--- src/rtl/constraint_enforcer.sv ---
// Constraint stage: sweeps nodes, clamps each to the previous node's enforced position and the box, writes it back.
// Optional pinned node 0 via `CONSTRAINT_PIN_EN.
module constraint_enforcer #(
    parameter int unsigned  NODES    = 5,
    parameter logic [31:0]  MAX_LINK = 32'h0001_0000,
    parameter logic [31:0]  BOX_MIN  = 32'hFFF6_0000,
    parameter logic [31:0]  BOX_MAX  = 32'h000A_0000,
    localparam int unsigned IW       = (NODES > 1) ? $clog2(NODES) : 1
) (
    input  logic             clk,
    input  logic             reset,
    input  logic             start,
    output logic [IW-1:0]    rd_idx,
    input  logic [31:0]      rd_x,
    input  logic [31:0]      rd_y,
    output logic             wr_en,
    output logic [IW-1:0]    wr_idx,
    output logic [31:0]      wr_x,
    output logic [31:0]      wr_y,
    output logic [NODES-1:0] fix_state,
    output logic             busy,
    output logic             done
`ifdef CONSTRAINT_PIN_EN
    ,
    input  logic [31:0]      pin_x,
    input  logic [31:0]      pin_y
`endif
);

    localparam logic signed [32:0] LINK_HI = $signed({MAX_LINK[31], MAX_LINK});
    localparam logic signed [32:0] LINK_LO = -LINK_HI;
    localparam logic signed [31:0] BOX_LO  = $signed(BOX_MIN);
    localparam logic signed [31:0] BOX_HI  = $signed(BOX_MAX);

    typedef enum logic [2:0] {S_IDLE, S_FETCH, S_CALC, S_WRITE, S_DONE} state_t;

    state_t         r_state;
    state_t         w_state_nxt;
    logic [IW-1:0]  r_idx;
    logic [31:0]    r_raw_x, r_raw_y, r_res_x, r_res_y, r_prev_x, r_prev_y;
    logic [31:0]    w_enf_x, w_enf_y;
    logic           w_last, w_idx_clr, w_idx_inc, w_load_raw, w_calc, w_write;
    logic           w_busy_nxt, w_done_nxt;

    // Link clamp (difference taken at 33 bits so it cannot wrap), then box clamp.
    function automatic logic [31:0] enforce_axis(input logic [31:0] raw,
                                                 input logic [31:0] prev,
                                                 input logic        skip_link);
        logic signed [32:0] d;
        logic signed [31:0] v;
        d = $signed({raw[31], raw}) - $signed({prev[31], prev});
        v = $signed(raw);
        if (!skip_link) begin
            if (d > LINK_HI)
                v = $signed(prev + MAX_LINK);
            else if (d < LINK_LO)
                v = $signed(prev - MAX_LINK);
        end
        if (v < BOX_LO)
            v = BOX_LO;
        else if (v > BOX_HI)
            v = BOX_HI;
        return 32'(v);
    endfunction

    assign w_last = (r_idx == IW'(NODES - 1));

`ifdef CONSTRAINT_PIN_EN
    assign w_enf_x = (r_idx == '0) ? pin_x : enforce_axis(r_raw_x, r_prev_x, 1'b0);
    assign w_enf_y = (r_idx == '0) ? pin_y : enforce_axis(r_raw_y, r_prev_y, 1'b0);
`else
    assign w_enf_x = enforce_axis(r_raw_x, r_prev_x, r_idx == '0);
    assign w_enf_y = enforce_axis(r_raw_y, r_prev_y, r_idx == '0);
`endif

    always_ff @(posedge clk) begin
        if (!reset)
            r_state <= S_IDLE;
        else
            r_state <= w_state_nxt;
    end

    always_comb begin
        w_state_nxt = r_state;
        case (r_state)
            S_IDLE:  if (start) w_state_nxt = S_FETCH;
            S_FETCH: w_state_nxt = S_CALC;
            S_CALC:  w_state_nxt = S_WRITE;
            S_WRITE: w_state_nxt = w_last ? S_DONE : S_FETCH;
            S_DONE:  w_state_nxt = S_IDLE;
            default: w_state_nxt = S_IDLE;
        endcase
    end

    always_comb begin
        w_idx_clr  = 1'b0;
        w_idx_inc  = 1'b0;
        w_load_raw = 1'b0;
        w_calc     = 1'b0;
        w_write    = 1'b0;
        w_done_nxt = 1'b0;
        case (r_state)
            S_IDLE:  w_idx_clr  = start;
            S_FETCH: w_load_raw = 1'b1;
            S_CALC:  w_calc     = 1'b1;
            S_WRITE: begin
                w_write   = 1'b1;
                w_idx_inc = !w_last;
            end
            S_DONE:  w_done_nxt = 1'b1;
            default: ;
        endcase
        w_busy_nxt = (w_state_nxt == S_FETCH) || (w_state_nxt == S_CALC) ||
                     (w_state_nxt == S_WRITE);
    end

    // Datapath and registered outputs.
    always_ff @(posedge clk) begin
        if (!reset) begin
            r_idx     <= '0;
            rd_idx    <= '0;
            r_raw_x   <= '0;
            r_raw_y   <= '0;
            r_res_x   <= '0;
            r_res_y   <= '0;
            r_prev_x  <= '0;
            r_prev_y  <= '0;
            wr_en     <= 1'b0;
            wr_idx    <= '0;
            wr_x      <= '0;
            wr_y      <= '0;
            fix_state <= '0;
            busy      <= 1'b0;
            done      <= 1'b0;
        end else begin
            busy      <= w_busy_nxt;
            done      <= w_done_nxt;
            wr_en     <= w_write;
            fix_state <= w_write ? (NODES'(1) << r_idx) : '0;
            if (w_idx_clr) begin
                r_idx  <= '0;
                rd_idx <= '0;
            end else if (w_idx_inc) begin
                r_idx  <= r_idx + IW'(1);
                rd_idx <= r_idx + IW'(1);
            end
            if (w_load_raw) begin
                r_raw_x <= rd_x;
                r_raw_y <= rd_y;
            end
            if (w_calc) begin
                r_res_x <= w_enf_x;
                r_res_y <= w_enf_y;
            end
            if (w_write) begin
                wr_idx   <= r_idx;
                wr_x     <= r_res_x;
                wr_y     <= r_res_y;
                r_prev_x <= r_res_x;
                r_prev_y <= r_res_y;
            end
        end
    end

endmodule

--- config.mk ---
export PLATFORM = sky130hd
export DESIGN_NAME = constraint_enforcer
export DESIGN_NICKNAME = d
export VERILOG_FILES = /design/src/rtl/constraint_enforcer.sv
export SDC_FILE = /design/constraint.sdc
export NUM_CORES = 1
export LEC_CHECK = 0
export ABC_CLOCK_PERIOD_IN_PS = 7300
export CELL_PAD_IN_SITES_DETAIL_PLACEMENT = 2
export CELL_PAD_IN_SITES_GLOBAL_PLACEMENT = 2
export CORE_ASPECT_RATIO = 1.2
export CORE_MARGIN = 5
export CORE_UTILIZATION = 34
export CTS_CLUSTER_DIAMETER = 40
export DETAILED_ROUTE_END_ITERATION = 10
export PLACE_DENSITY_LB_ADDON = 0.12
export SETUP_SLACK_MARGIN = 0.4
export SYNTH_ARGS = -nofsm -noshare
export SYNTH_HDL_FRONTEND = slang
export SYNTH_SLANG_ARGS = --single-unit
--- constraint.sdc ---
create_clock -name clk -period 7.3 [get_ports clk]
set_input_delay 1.825 -clock clk [delete_from_list [all_inputs] [get_ports clk]]
set_output_delay 1.825 -clock clk [all_outputs]
set_load 0.03 [all_outputs]
==> After elaboration in Yosys (flattened, before gate mapping) <==
Cells that the tools add are included.
{ "totals": {"regBits": 209, "inputBits": 67, "output_inout_bits": 78, "word_cells": 64} }
{ "classes": {"addsub": 7, "magnitude_cmp": 8, "eq_ne": 8, "shift": 1, "muxes": 19, "n_bitwise": 1, "n_reduce_logical": 7} }
{ "op_table": {"columns": ["operator", "n"], "rows": [
  ["32-bit two-way mux", 10],
  ["33-bit by 18-bit > comparator with 1-bit output (second input constant)", 2],
  ["33-bit by 17-bit < comparator with 1-bit output (second input constant)", 2],
  ["32-bit by 32-bit subtractor with 33-bit output", 2],
  ["32-bit by 17-bit adder with 32-bit output (second input constant)", 2],
  ["32-bit by 21-bit > comparator with 1-bit output (second input constant)", 2],
  ["32-bit by 21-bit < comparator with 1-bit output (second input constant)", 2],
  ["32-bit by 17-bit subtractor with 32-bit output (second input constant)", 2],
  ["3-bit by 2-bit == test with 1-bit output (second input constant)", 4],
  ["3-bit one-hot mux with 4 select lines", 1],
  ["3-bit by 1-bit == test with 1-bit output (second input constant)", 2],
  ["3-bit == test (second input constant)", 2],
  ["3-bit zero test", 2],
  ["1-bit two-way mux", 6],
  ["3-bit two-way mux", 2],
  ["1-bit by 3-bit left shift with 5-bit output (first input constant)", 1],
  ["3-bit by 1-bit adder with 3-bit output (second input constant)", 1],
  ["1-bit logical OR", 2],
  ["2-bit AND reduction", 1],
  ["2-bit OR reduction", 1],
  ["1-bit zero test", 1],
  ["1-bit NOT", 1]
]} }

==> Longest topological paths before layout <==
Gate-level depths: netlist (run 1).
{ "logic_depth": {"depth_word": 8, "ltp_mapped": 23, "ltp_nobuf": 18} }

==> Worst setup path before layout (run 1) <==
No wires, ideal clock.
{ "synth_path": {"path_kind": "register to register", "from": "reg r_prev_x[18]", "to": "reg r_res_x[10]", "setup_time_ps": 85, "t_arrival_ps": 5402, "required_ps": 7215, "setup_slack_ps": 1813, "path_stages_with_launch": 23, "n_path_buf": 5, "period_less_slack_ps": 5487, "path_cell_list": "dfxtp_1 -> clkbuf_1 -> inv_1 -> ha_1 -> buf_2 -> a21oi_1 -> o21ai_0 -> a221oi_1 -> nor2_1 -> a31o_1 -> or3_1 -> or4_4 -> or3_1 -> buf_6 -> mux2_4 -> a222oi_1 -> a21bo_2 -> nor4_4 -> a31oi_1 -> or2_1 -> buf_6 -> buf_6 -> o31ai_2"} }
{ "synth_via": {"elab_chain_cells": 8, "elab_cells_between_ends": 12, "cone_classes": "add/sub: 3; order compare: 4; mux: 5"} }
{ "synth_lines": {"columns": ["item", "line", "text"], "rows": [
  ["start, declared", "40", "logic [31:0] r_raw_x, r_raw_y, r_res_x, r_res_y, r_prev_x, r_prev_y;"],
  ["start signal, assigned", "159", "r_prev_x <= r_res_x;"],
  ["32-bit by 32-bit subtractor with 33-bit output", "51", "d = $signed({raw[31], raw}) - $signed({prev[31], prev});"],
  ["33-bit by 17-bit < comparator with 1-bit output", "56", "else if (d < LINK_LO)"],
  ["32-bit two-way mux", "56", null],
  ["32-bit two-way mux *", "54", "if (d > LINK_HI)"],
  ["32-bit two-way mux *", "53", "if (!skip_link) begin"],
  ["32-bit by 21-bit > comparator with 1-bit output", "61", "else if (v > BOX_HI)"],
  ["32-bit two-way mux", "61", null],
  ["32-bit two-way mux *", "59", "if (v < BOX_LO)"],
  ["end signal, assigned", "152", "r_res_x <= w_enf_x;"],
  ["end, declared", "40", null]
]} }
Every way passes the cells marked *; elsewhere a longest branch is shown, timed or not.
A chain may end at the register's enable or synchronous reset.

==> Worst setup path in the final report (run 1) <==
{ "layout_path": {"from": "reg r_prev_y[8]", "to": "reg r_res_y[2]"} }
{ "layout_via": {"elab_chain_cells": 8, "elab_cells_between_ends": 12, "cone_classes": "add/sub: 3; order compare: 4; mux: 5"} }
{ "layout_lines": {"columns": ["item", "line", "text"], "rows": [
  ["start, declared", "40", null],
  ["start signal, assigned", "160", "r_prev_y <= r_res_y;"],
  ["32-bit by 32-bit subtractor with 33-bit output", "51", null],
  ["33-bit by 17-bit < comparator with 1-bit output", "56", null],
  ["32-bit two-way mux", "56", null],
  ["32-bit two-way mux *", "54", null],
  ["32-bit two-way mux *", "53", null],
  ["32-bit by 21-bit > comparator with 1-bit output", "61", null],
  ["32-bit two-way mux", "61", null],
  ["32-bit two-way mux *", "59", null],
  ["end signal, assigned", "153", "r_res_y <= w_enf_y;"],
  ["end, declared", "40", null]
]} }
Marks and branches as above.

==> results of run 1 <==
-- per-stage QoR --
stage	std cells	power, uW	setup WS [ns]	hold slack, ns	util, %
floorplan	2015	2280	1.81	0.420	-
detailed placement	2606	2780	0.684	0.444	38.5
global placement	2606	2740	0.903	0.428	38.5
finish	2672	4490	0.806	0.453	41.3
CTS	2672	4540	0.677	0.458	41.3
global route	2672	4720	0.478	0.471	41.3
-- sequential cells by signal, indices dropped and copies added (netlist names) --
register   count
r_prev_x      32
r_prev_y      32
r_raw_x       32
r_raw_y       32
r_res_x       32
r_res_y       32
fix_state      5
r_idx          3
r_state        3
wr_idx         3
busy           1
done           1
wr_en          1
-- logic make-up (layout without fill, tap and decap cells) --
kind of cell,Yosys count,after routing
AO/OA/AOI/OAI,577,577
adder cells (fa/ha/maj),72,72
flip-flops,209,209
AND/OR/NAND/NOR,847,847
buffers and inverters,218,323
multiplexers,31,31
XOR/XNOR,61,61
-- cells in the final DEF, fill, tap and decap left out, types with 9 or more instances in the layout --
cell and instances:
or3_1 16, o221ai_1 10, nor3_1 51, o31a_1 9
nand4_1 36, o211ai_1 18, and3_1 23, mux2i_1 27
nor4_1 31, o31ai_1 18, nor2b_1 16, o21a_1 28
clkdlybuf4s50_1 144, a21oi_1 236, a21o_1 21, nand2b_1 9
ha_1 70, nand2_1 419, xnor2_1 45, inv_1 80
buf_4 29, o31ai_2 11, a31oi_1 23, a211oi_1 13
o41ai_1 22, a221oi_1 9, xor2_1 16, clkbuf_16 37
dfxtp_1 209, or2_2 11, nand3_1 43, o21ai_0 48
nor2_1 132
-- final cells by class --
| type | instances | area (um2) |
|---|---|---|
| repair buffers | 173 | 1660 |
| clock buffers | 46 | 1010 |
| clock inverters | 20 | 213 |
| multi-input cells | 1588 | 9620 |
| fillers | 4972 | 25100 |
| well taps | 552 | 691 |
| flip-flops and latches | 209 | 4180 |
| inverters | 84 | 320 |
-- critical path: stages, from the launching register on --
cell and delay [ns]:
dfxtp_1 0.39, inv_1 0.10, ha_1 0.42, a21oi_1 0.32
o221ai_1 0.24, a31oi_1 0.49, and3b_1 0.25, o2111ai_1 0.11
or3_1 0.33, o41ai_1 0.34, nor4bb_1 0.60, a41oi_1 0.20
buf_4 0.24, and2_1 0.33, a221o_1 0.42, a21oi_1 0.21
a21boi_0 0.16, o41a_2 0.72, o41ai_1 0.46
-- repair_timing --
action | 4_1_cts | 5_1_grt
gates resized for setup | 0 | 1
buffers inserted | 0 | 0
setup endpoints to repair | 0 | 5
hold buffers | 0 | 0
-- final timing paths --
kind	start	endpoint	slack [ns]	cells after the start
setup / recovery	r_prev_y[8]	r_res_y[2]	0.81	18
hold / removal	r_res_y[0]	r_prev_y[0]	0.45	2
setup reg to reg	r_prev_y[8]	r_res_y[2]	0.81	18
hold reg to reg	r_res_y[0]	r_prev_y[0]	0.45	2
-- power by group through the flow --
stage	Combinational (uW)	Clock [uW]	Sequential, uW
floorplan	1030	0	1260
global placement	1460	0	1280
detailed placement	1500	0	1280
CTS	1510	1770	1260
global route	1640	1810	1260
finish	1510	1720	1260
-- metal layers --
metal / vias to the layer above / global-route usage [%]
li1: 7425 / -
met1: 7867 / 29.9
met2: 288 / 47.9
met3: 151 / 3.83
met4: 0 / 10.6
met5: - / 0
==> results.json, run 1 <==
{
  "p_per_area_nw_per_um2": 254,
  "grt_overflow": 0,
  "area_delta_synth_final_pct": 20.6,
  "setup_viol": 0,
  "wl_met3_um": 2120,
  "netlist_instances": 2015,
  "switching_share_pct": 37.2,
  "cts_sinks": 209,
  "nets": 2231,
  "route.detailed.wl_per_inst_um": 23.9,
  "synth_area_leaders": "dfxtp_1, nand2_1, a21oi_1, ha_1, nor2_1",
  "via_per_inst": 5.89,
  "synth_compound_area_share_pct": 26.5,
  "power.switching_uw": 1670,
  "grt_pass1_vias": 17200,
  "drtAntennaViolNets": 0,
  "postSynth.asyncResetShare_pct": 0,
  "synth.most_common_cell": "nand2_1",
  "final_layout_size_suffix_gt1_share_pct": 6.98,
  "synthAdderAreaFrac_pct": 6.24,
  "dr.pass1.iters": 5,
  "power_frac_clock_pct": 38.3,
  "clk_pin_slew_ns": 0.05,
  "synth-main-ff-cell": "dfxtp_1",
  "cp-start-kind": "register",
  "wl_met1_um": 25800,
  "vias": 15700,
  "crit_fanout": 20,
  "cts_tree": "done",
  "p_leak_uw": 0.00644,
  "avgSynthCellArea_um2": 7.28,
  "dp.final_hpwl_um": 48700,
  "rows": 83,
  "initial_core_util_pct": 34.3,
  "dpl_cell_area_um2": 16500,
  "die_width_um": 200,
  "postLayoutCellArea_um2": 17700,
  "gp_congestion": 0.894,
  "yosysTopAreaCell": "dfxtp_1",
  "root_buffer": "clkbuf_16",
  "die_height_um": 238,
  "hp-class": "register to register",
  "grt_max_degree": 108,
  "rsz0062_at_grt": "no",
  "synthSimpleGateAreaFrac_pct": 26.8,
  "fp.coreArea_um2": 42800,
  "wl_um": 63800,
  "synthXorXnorAreaFrac_pct": 3.64,
  "cp-end-kind": "register",
  "max_freq_ghz": 0.154,
  "tightestPinTransition_ns": 0.926,
  "finalMaxSlewViolations": 0,
  "synth_top_family_by_area": "simple AND/OR/NAND/NOR gates",
  "grt_antenna_before_repair": 0,
  "wl_met2_um": 33100,
  "synth_edf_count": 0,
  "grtUsageTotal_pct": 26.1,
  "synthDistinctLibCells": 99,
  "synthTopCellsByCount": "nand2_1, a21oi_1, dfxtp_1",
  "grt_pass1_wl_um": 98500,
  "p_int_uw": 2820,
  "setup_tns_ns": 0,
  "fin_skew_ns": 0.0163,
  "cts_made_buffers": 36,
  "synth_fp_nets": 2154,
  "hold_viol": 0,
  "drc": 0,
  "final_period_minus_worst_setup_slack_ns": 6.49,
  "fin_crit_sh_pct": 89.0,
  "initialDrtViolationCount": 529,
  "synthMuxAreaShare_pct": 2.17,
  "path_class": "register to register",
  "cp.required_ns": 7.72,
  "ios": 145,
  "h-tree-depth": 2,
  "insertion_delay_ns": 0.54,
  "synth.yosys.seq_area_share_pct": 28.5,
  "max_slew_margin_pct": 38.0,
  "top_layer_used": "met4",
  "yosysTopAreaCellShare_pct": 28.5,
  "die_area_um2": 47400,
  "ys_ff_latch": 209,
  "max_cap_violations": 0,
  "p_seq_share_pct": 28.0,
  "antennaDiodeCount": 0,
  "arrival_ns": 6.91,
  "synth-warning-count": 0,
  "syn_area_um2": 14700,
  "peakVddDrop_v": 0.000161,
  "port_buffers": 144,
  "status": "finished clean",
  "p_comb_share_pct": 33.6,
  "cts_buffer_depth": 3
}
Note: power is estimated with default switching activity, not from simulation.
==> run 2, diff against run 1 <==
CORE_UTILIZATION = 37   (was 34)
DONT_BUFFER_PORTS = 1   (was not set)
==> results.json, run 2 (synthesis results as in run 1) <==
{
  "status": "finished clean",
  "multi_input_area_um2": 9640,
  "dp.final_hpwl_um": 46300,
  "initialDrtViolationCount": 610,
  "final_core_util_pct": 41.4,
  "h-tree-depth": 2,
  "dr.pass1.iters": 5,
  "max_slew_margin_pct": 31.2,
  "area_delta_synth_final_pct": 11.5,
  "grt_pass1_wl_um": 95800,
  "fp.coreArea_um2": 39500,
  "tightestPinTransition_ns": 1.03,
  "arrival_ns": 6.87,
  "final_layout_size_suffix_gt1_share_pct": 8.42,
  "whs_ns": 0.455,
  "clk_pin_slew_ns": 0.06,
  "r2r_setup_slack_ns": 0.83,
  "crit_start": "r_prev_x[7]",
  "cts_buffer_depth": 3,
  "max_cap_violations": 0,
  "cp-end-kind": "register",
  "setup_tns_ns": 0,
  "root_buffer": "clkbuf_16",
  "cp.required_ns": 7.71,
  "hold_viol": 0,
  "setup_viol": 0,
  "worstRegToRegCells": 18,
  "drtAntennaViolNets": 0,
  "ios": 145,
  "die_area_um2": 43800,
  "rows": 80,
  "power_frac_clock_pct": 39.4,
  "cts_sinks": 209,
  "p_leak_uw": 0.00600,
  "dp_slack_ns": 0.122,
  "holdBufCountCts": 0,
  "cts_tree": "done",
  "gp_congestion": 0.937,
  "cts_made_buffers": 35,
  "port_buffers": 0,
  "layout_setup_ws_ns": 0.834,
  "path_class": "register to register",
  "power.switching_uw": 1650,
  "antennaDiodeCount": 0,
  "insertion_delay_ns": 0.56,
  "peakVddDrop_v": 0.000162,
  "fin_crit_sh_pct": 88.6,
  "regArea_um2": 4190,
  "fin_skew_ns": 0.0204,
  "cp-start-kind": "register",
  "n_fill_cell": 4655,
  "totalPowerFinal_uw": 4460,
  "grt_antenna_before_repair": 0,
  "vias": 15300,
  "p_comb_share_pct": 32.2,
  "grt_overflow": 0,
  "crit_fanout": 22,
  "reg2reg_from": "r_prev_x[7]",
  "die_height_um": 228,
  "grt_max_degree": 112,
  "final_period_minus_worst_setup_slack_ns": 6.47,
  "via_per_inst": 6.07,
  "route.detailed.wl_per_inst_um": 24.3,
  "nets": 2095,
  "hp-class": "register to register",
  "switching_share_pct": 37.0,
  "initial_core_util_pct": 37.1,
  "final_common_cell": "nand2_1",
  "wl_um": 61200,
  "p_seq_share_pct": 28.3,
  "p_per_area_nw_per_um2": 273,
  "grt_pass1_vias": 16700,
  "p_int_uw": 2810,
  "grtUsageTotal_pct": 27.2,
  "finalMaxSlewViolations": 0,
  "die_width_um": 192,
  "r2r_end": "r_res_x[6]",
  "drc": 0,
  "max_freq_ghz": 0.155,
  "rsz0062_at_grt": "no",
  "mostFrequentLayoutCells": "nand2_1, a21oi_1, dfxtp_1",
  "endpoint": "r_res_x[6]"
}
## run 2: changes by cell type in the layout (fill, tap and decap cells not counted), moves of 2 or more
| cell | before | now |
|---|---|---|
| clkinv_4 | 2 | 5 |
| inv_8 | 4 | 2 |
| bufinv_16 | 2 | 4 |
| clkbuf_1 | 4 | 1 |
| clkbuf_16 | 37 | 35 |
| clkinv_8 | 0 | 2 |
| clkinvlp_4 | 6 | 4 |
| buf_4 | 29 | 38 |
| clkdlybuf4s50_1 | 144 | 0 |
## run 2: worst max-delay path: stages (launching register included)
cell and delay, ns:
dfxtp_1 0.60, inv_1 0.11, ha_1 0.45, a21oi_1 0.19, o21ai_0 0.45, nor2_1 0.20
a21o_1 0.25, a211oi_1 0.52, nand3_1 0.16, or4b_1 0.54, or3_1 0.53, o211a_1 0.38
buf_4 0.28, mux2_2 0.33, a32oi_1 0.26, o41ai_1 0.13, a31oi_1 0.37, or2_4 0.40
o31ai_1 0.13
## run 2: power by group through the flow
| stage | Combinational, uW | Sequential [uW] | Clock [uW] |
|---|---|---|---|
| floorplan | 1030 | 1260 | 0 |
| global placement | 1370 | 1280 | 0 |
| detailed placement | 1410 | 1290 | 0 |
| CTS | 1420 | 1260 | 1800 |
| global route | 1570 | 1270 | 1850 |
| finish | 1440 | 1260 | 1760 |
## run 2: worst min-delay path by stage
stage	start	end	slack, ns	depth (start not counted)
after floorplan	r_res_y[0]	r_res_y[0]	0.42	2
after global placement	r_res_y[12]	r_res_y[12]	0.43	2
after detailed placement	r_res_y[15]	r_res_y[15]	0.44	2
after CTS	r_res_y[7]	r_prev_y[7]	0.45	2
after global routing	r_res_y[4]	r_prev_y[4]	0.47	2
final	r_res_y[9]	r_res_y[9]	0.46	2
## run 2: cell type report
class                      instances  area share (%)
clock buffer                      40            5.71
sequential                       209            25.6
tap                              533            4.08
multi-input combinational       1588            59.0
timing repair buffer              38            1.74
inverter                          84            1.98
clock inverter                    24            1.93
## run 2: metal layers
metal / share of wire, % / vias to the layer above / GRT usage (%)
li1: - / 7131 / -
met1: 41 / 7765 / 30.9
met2: 53 / 264 / 51.8
met3: 3.6 / 113 / 4.31
met4: 2.6 / 0 / 7.50
met5: 0 / - / 0
## run 2: through the flow
| step | std cells | instance area, um2 |
|---|---|---|
| final | 2516 | 16400 |
| after CTS | 2515 | 16300 |
| after detailed placement | 2451 | 15100 |
| after global placement | 2451 | 15100 |
| after global routing | 2516 | 16400 |
| after floorplan | 2015 | 14700 |
## run 2: timing repair
action | CTS | global route
pin swaps | 0 | 1
resized for setup | 3 | 8
endpoints found under the setup margin | 17 | 37
buffers inserted | 0 | 1
